<file path="src/rtl/ro_sampler.sv">
// rtl/ro_sampler.sv - ring-oscillator TRNG sampler: sync, XOR, divided strobe, von Neumann debias, pack, RCT health test
module ro_sampler #(
  parameter int N    = 8,
  parameter int W    = 32,
  parameter int DIV  = 4,
  parameter int WARM = 16,
  parameter int RCT  = 32
) (
  input  logic         CLK,
  input  logic         RESET,
  input  logic         EN,
  input  logic [N-1:0] RO_IN,
  output logic         RO_RESET,
  output logic [W-1:0] DATA_O,
  output logic         VALID_O,
  input  logic         READY_I,
  output logic         FAIL_O
);

  localparam int DW = (DIV > 1) ? $clog2(DIV) : 1;
  localparam int KW = $clog2(WARM);
  localparam int BW = $clog2(W);
  localparam int RW = $clog2(RCT + 1);

  typedef enum logic [2:0] {IDLE, WARM_UP, COLLECT, HOLD, FAILED} state_t;

  state_t          state;
  logic [N-1:0]    sync1, sync2;
  logic [DW-1:0]   div_cnt;
  logic [KW-1:0]   warm_cnt;
  logic [BW-1:0]   bit_cnt;
  logic [RW-1:0]   run_cnt;
  logic [W-1:0]    sr;
  logic            pair, stored, last_raw;

  logic            raw, active, strobe, rct_hit, out_free;
  logic [RW-1:0]   run_next;
  logic [W-1:0]    word;

  always_ff @(posedge CLK) begin
    if (RESET) begin
      sync1 <= '0;
      sync2 <= '0;
    end else begin
      sync1 <= RO_IN;
      sync2 <= sync1;
    end
  end

  assign raw      = ^sync2;
  assign active   = (state == WARM_UP) || (state == COLLECT);
  assign strobe   = active && (div_cnt == DW'(DIV - 1));
  assign run_next = ((run_cnt == '0) || (raw != last_raw)) ? RW'(1) : run_cnt + RW'(1);
  assign rct_hit  = strobe && (run_next == RW'(RCT));
  assign out_free = !VALID_O || READY_I;
  assign word     = {sr[W-2:0], stored};

  always_ff @(posedge CLK) begin
    if (RESET) begin
      state    <= IDLE;
      RO_RESET <= 1'b1;
      DATA_O   <= '0;
      VALID_O  <= 1'b0;
      FAIL_O   <= 1'b0;
      div_cnt  <= '0;
      warm_cnt <= '0;
      bit_cnt  <= '0;
      run_cnt  <= '0;
      sr       <= '0;
      pair     <= 1'b0;
      stored   <= 1'b0;
      last_raw <= 1'b0;
    end else begin
      RO_RESET <= (state == IDLE) || (state == FAILED);
      if (VALID_O && READY_I) VALID_O <= 1'b0;

      unique case (state)
        IDLE: if (EN && !FAIL_O) state <= WARM_UP;

        WARM_UP, COLLECT, HOLD: begin
          if (rct_hit || !EN) begin
            div_cnt  <= '0;
            warm_cnt <= '0;
            bit_cnt  <= '0;
            run_cnt  <= '0;
            sr       <= '0;
            pair     <= 1'b0;
            stored   <= 1'b0;
            last_raw <= 1'b0;
            // A health failure outranks both the word load and EN=0.
            if (rct_hit) begin
              state   <= FAILED;
              FAIL_O  <= 1'b1;
              VALID_O <= 1'b0;
              DATA_O  <= '0;
            end else begin
              state <= IDLE;
            end
          end else begin
            if (state != HOLD) div_cnt <= strobe ? '0 : div_cnt + DW'(1);
            if (strobe) begin
              run_cnt  <= run_next;
              last_raw <= raw;
            end
            if (state == WARM_UP && strobe) begin
              if (warm_cnt == KW'(WARM - 1)) begin
                warm_cnt <= '0;
                state    <= COLLECT;
              end else begin
                warm_cnt <= warm_cnt + KW'(1);
              end
            end
            if (state == COLLECT && strobe) begin
              if (!pair) begin
                stored <= raw;
                pair   <= 1'b1;
              end else begin
                pair <= 1'b0;
                if (raw != stored) begin
                  if (bit_cnt == BW'(W - 1)) begin
                    bit_cnt <= '0;
                    if (out_free) begin
                      DATA_O  <= word;
                      VALID_O <= 1'b1;
                    end else begin
                      // Park the finished word in sr until the output frees.
                      sr    <= word;
                      state <= HOLD;
                    end
                  end else begin
                    sr      <= word;
                    bit_cnt <= bit_cnt + BW'(1);
                  end
                end
              end
            end
            if (state == HOLD && out_free) begin
              DATA_O  <= sr;
              VALID_O <= 1'b1;
              state   <= COLLECT;
            end
          end
        end

        FAILED: state <= FAILED;

        default: state <= IDLE;
      endcase
    end
  end

endmodule

</file>
<file path="config.mk">
export PLATFORM = sky130hd
export DESIGN_NAME = ro_sampler
export DESIGN_NICKNAME = d
export VERILOG_FILES = /design/src/rtl/ro_sampler.sv
export SDC_FILE = /design/constraint.sdc
export NUM_CORES = 1
export LEC_CHECK = 0
export ABC_AREA = 1
export CAP_MARGIN = 20
export CELL_PAD_IN_SITES_DETAIL_PLACEMENT = 0
export CELL_PAD_IN_SITES_GLOBAL_PLACEMENT = 2
export CORE_MARGIN = 2
export CORE_UTILIZATION = 28
export DETAILED_ROUTE_END_ITERATION = 7
export PLACE_DENSITY = 0.74
export SYNTH_ARGS = -nofsm -noshare
export SYNTH_HDL_FRONTEND = slang
export SYNTH_SLANG_ARGS = --single-unit
</file>
<file path="constraint.sdc">
create_clock -name CLK -period 1.8 [get_ports CLK]
set_input_delay 0.36 -clock CLK [delete_from_list [all_inputs] [get_ports CLK]]
set_output_delay 0.36 -clock CLK [all_outputs]
set_load 0.01 [all_outputs]
</file>
==> impl_metrics.json <==
{
  "grt_max_degree": 53,
  "synthTopCellsByCount": "nand2_1, nor2_1, dfxtp_1, inv_1, nand3_1",
  "fp.dieW_um": 145,
  "rr_endpoint": "sr[10]",
  "port_buffers": 46,
  "p_sw_frac": 0.265,
  "grt_pass1_vias": 4945,
  "synthesis.area_sq_um": 5560,
  "maxSlewHeadroom": 0.812,
  "reg2reg_depth": 11,
  "rrSetupSlack_ns": -0.22,
  "hold_start": "sync1[7]",
  "drv_slew": 0,
  "clkPwrFrac": 0.408,
  "synthTopCellsByArea": "dfxtp_1, nand2_1, nor2_1",
  "cts_sinks": 106,
  "hold_ws_ns": 0.399,
  "min_period_ns": 2.02,
  "slowest_delay_ns": 0.37,
  "setup_violations": 87,
  "synth.net_count": 902,
  "cp_max_fo": 12,
  "htreeDepth": 3,
  "place_inst": 1210,
  "synth_top_area_share": 0.382,
  "ys_async_sr_fraction": 0,
  "grt.total_usage": 0.148,
  "power_frac_seq": 0.442,
  "worstReg2RegStart": "run_cnt[0]",
  "worst_ep_required_time_ns": 2.10,
  "worstMarginPinSlew_ns": 0.279,
  "initial_core_util": 0.285,
  "synth.most_common_cell": "nand2_1",
  "fmax_ghz": 0.494,
  "peakVddDrop_mv": 0.490,
  "first_pass_iters": 4,
  "synth_edf_count": 0,
  "min_path_cells": 2,
  "fin_util": 0.395,
  "yosysTopAreaCell": "dfxtp_1",
  "syn_inst": 884,
  "holdPathEnd": "sync2[7]",
  "ys_types": 33,
  "drive_above_1_share": 0.197,
  "final_nets": 992,
  "finalNonFillerCells": 1244,
  "worst_skew_pair.late_latency_ns": 0.36,
  "area_growth_pct": 38.4,
  "cts_root_buf": "clkbuf_16",
  "hold_viol_final": 0,
  "place_hpwl_um": 9630,
  "intPower_w": 0.00418,
  "cap_violations": 0,
  "cp_cell_sequence": "inv_1 > ha_4 > nor2_1 > and3_1 > nand4_4 > nand3_4 > nand3_4 > buf_12 > nand2_1 > inv_1 > nor2_1",
  "power_leakage_nw": 3.27,
  "antenna_found_initial": 0,
  "hp-class": "flip-flop to flip-flop",
  "worst_slack_ns": -0.223,
  "ys_warn_count": 0,
  "dieHeight_um": 145,
  "drcViolationCount": 0,
  "cts_tree": "done",
  "cp.arrival_ns": 2.33,
  "grt_pass1_wl_um": 24600,
  "drtIter0Drc": 216,
  "ys_seq_elements": 106,
  "synth_ff_type": "dfxtp_1",
  "path_clk_slew_ns": 0.08,
  "gp_congestion": 0.745,
  "p_per_area_nw_per_um2": 739,
  "violations": "setup timing",
  "pin_count": 47,
  "ant_nets": 0,
  "finClkSkew_ns": 0.0103,
  "overflow": 0,
  "coreArea_sq_um": 19500,
  "ys_seq_area_frac": 0.382,
  "period_share": 1.12,
  "combinationalPowerShare": 0.150,
  "cts_buffer_depth": 2,
  "die-area_sq_um": 21000,
  "drt-total-wl_um": 15400,
  "crit_slowest_cell": "dfxtp_4",
  "cts_buffers": 9,
  "crit_type": "flip-flop to flip-flop",
  "outcome": "finished with violations",
  "dr_total_vias": 5419,
  "diodes": 0,
  "p_switching_w": 0.00150,
  "synth.avg_cell_area_sq_um": 6.28,
  "vias_per_cell": 4.36,
  "rsz0062_at_grt": "true",
  "critPathLaunchType": "flip-flop",
  "row_count": 51,
  "worstSetupEndpointType": "flip-flop",
  "fillers": 2137,
  "wl_per_cell_um": 12.3
}
repair_timing:
action	in CTS	in global routing
pin swaps	25	8
hold buffers	0	0
buffers inserted	7	1
gates cloned	6	5
setup endpoints to repair	86	89
resized for setup	64	34
routing by layer:
layer  share of wire  global-route usage  vias to the layer above
li1                -                   -                     2906
met2            0.44               0.236                       50
met1            0.51               0.204                     2451
met4           0.015              0.0521                        0
met5               0                   0                        -
met3           0.025              0.0227                       12
critical path: cells and delay by family (launching register included):
kind	cells	cell delay, ns
AND/OR/NAND/NOR	7	1.02
flip-flops	1	0.37
adder cells (fa/ha/maj)	1	0.21
buffers and inverters	3	0.36
power by group through the flow:
| stage | registers (W) | clock network (W) | logic [W] |
|---|---|---|---|
| final | 0.00251 | 0.00232 | 0.000853 |
| after global routing | 0.00252 | 0.00249 | 0.000963 |
| after CTS | 0.00251 | 0.00239 | 0.000832 |
| after detailed placement | 0.00256 | 0 | 0.000738 |
| after global placement | 0.00256 | 0 | 0.000740 |
| after floorplan | 0.00255 | 0 | 0.000505 |
state kept, by name, summed over array words and instances, names as in the netlist, 2 cells and up:
name / flops
bit_cnt: 5
sync1: 8
sr: 32
DATA_O: 32
run_cnt: 6
warm_cnt: 4
state: 3
div_cnt: 2
sync2: 8
placed cells by master, fill, tap and decap left out, types with 3 or more instances in the layout:
cell,count
bufinv_16,3
buf_12,13
nand3_4,3
nor2_1,154
a21oi_2,4
xor2_1,3
nand3_1,47
nand2_4,6
ha_1,3
nor2_2,4
nand2_1,240
inv_1,99
buf_4,51
a21oi_1,9
nand3_2,5
o21ai_0,41
nand4_1,37
buf_16,5
o21ai_2,3
clkbuf_16,13
dfxtp_2,7
clkdlybuf4s50_1,46
inv_2,13
nand2_2,30
dfxtp_1,97
buf_6,11
layout make-up:
cell class                      instances  area [sq um]  area share
Multi-Input combinational cell        612          2960       0.385
Sequential cell                       106          2140       0.278
Timing Repair Buffer                  130          1470       0.191
Inverter                              114           439      0.0571
Tap cell                              265           332      0.0431
Clock buffer                            9           225      0.0293
Clock inverter                          7           118      0.0153
Timing Repair inverter                  1          7.51    0.000977
through the flow:
step                      power [W]  cell area [sq um]  setup TNS [ns]  setup WS, ns
after floorplan             0.00305               5590          -0.364      -0.00877
after global placement      0.00330               6750          -14.84        -0.216
after detailed placement    0.00330               6750          -16.28        -0.244
after CTS                   0.00573               7460          -12.24        -0.197
after global routing        0.00598               7690          -26.03        -0.362
final                       0.00568               7690          -11.85        -0.223
kinds of logic (layout without fill, tap and decap cells):
| family | count (synthesis) | after routing | synth area share |
|---|---|---|---|
| simple gates | 538 | 538 | 0.411 |
| buf+inv | 166 | 261 | 0.127 |
| flops | 106 | 106 | 0.382 |
| xor+xnor | 5 | 5 | 0.00788 |
| compound gates | 63 | 63 | 0.0592 |
| fa+ha+maj | 6 | 6 | 0.0135 |
worst max path at each step:
stage	from	end	slack (ns)	cells past startpoint
after global routing	sync2[1]	DATA_O[22]	-0.36	15
after floorplan	sync2[1]	sr[31]	-0.009	16
final	run_cnt[0]	sr[10]	-0.22	11
after CTS	sync2[0]	stored	-0.20	16
after global placement	run_cnt[0]	bit_cnt[1]	-0.22	10
after detailed placement	sync2[1]	warm_cnt[0]	-0.24	14
No activity file was read; power rests on OpenSTA's default activity.
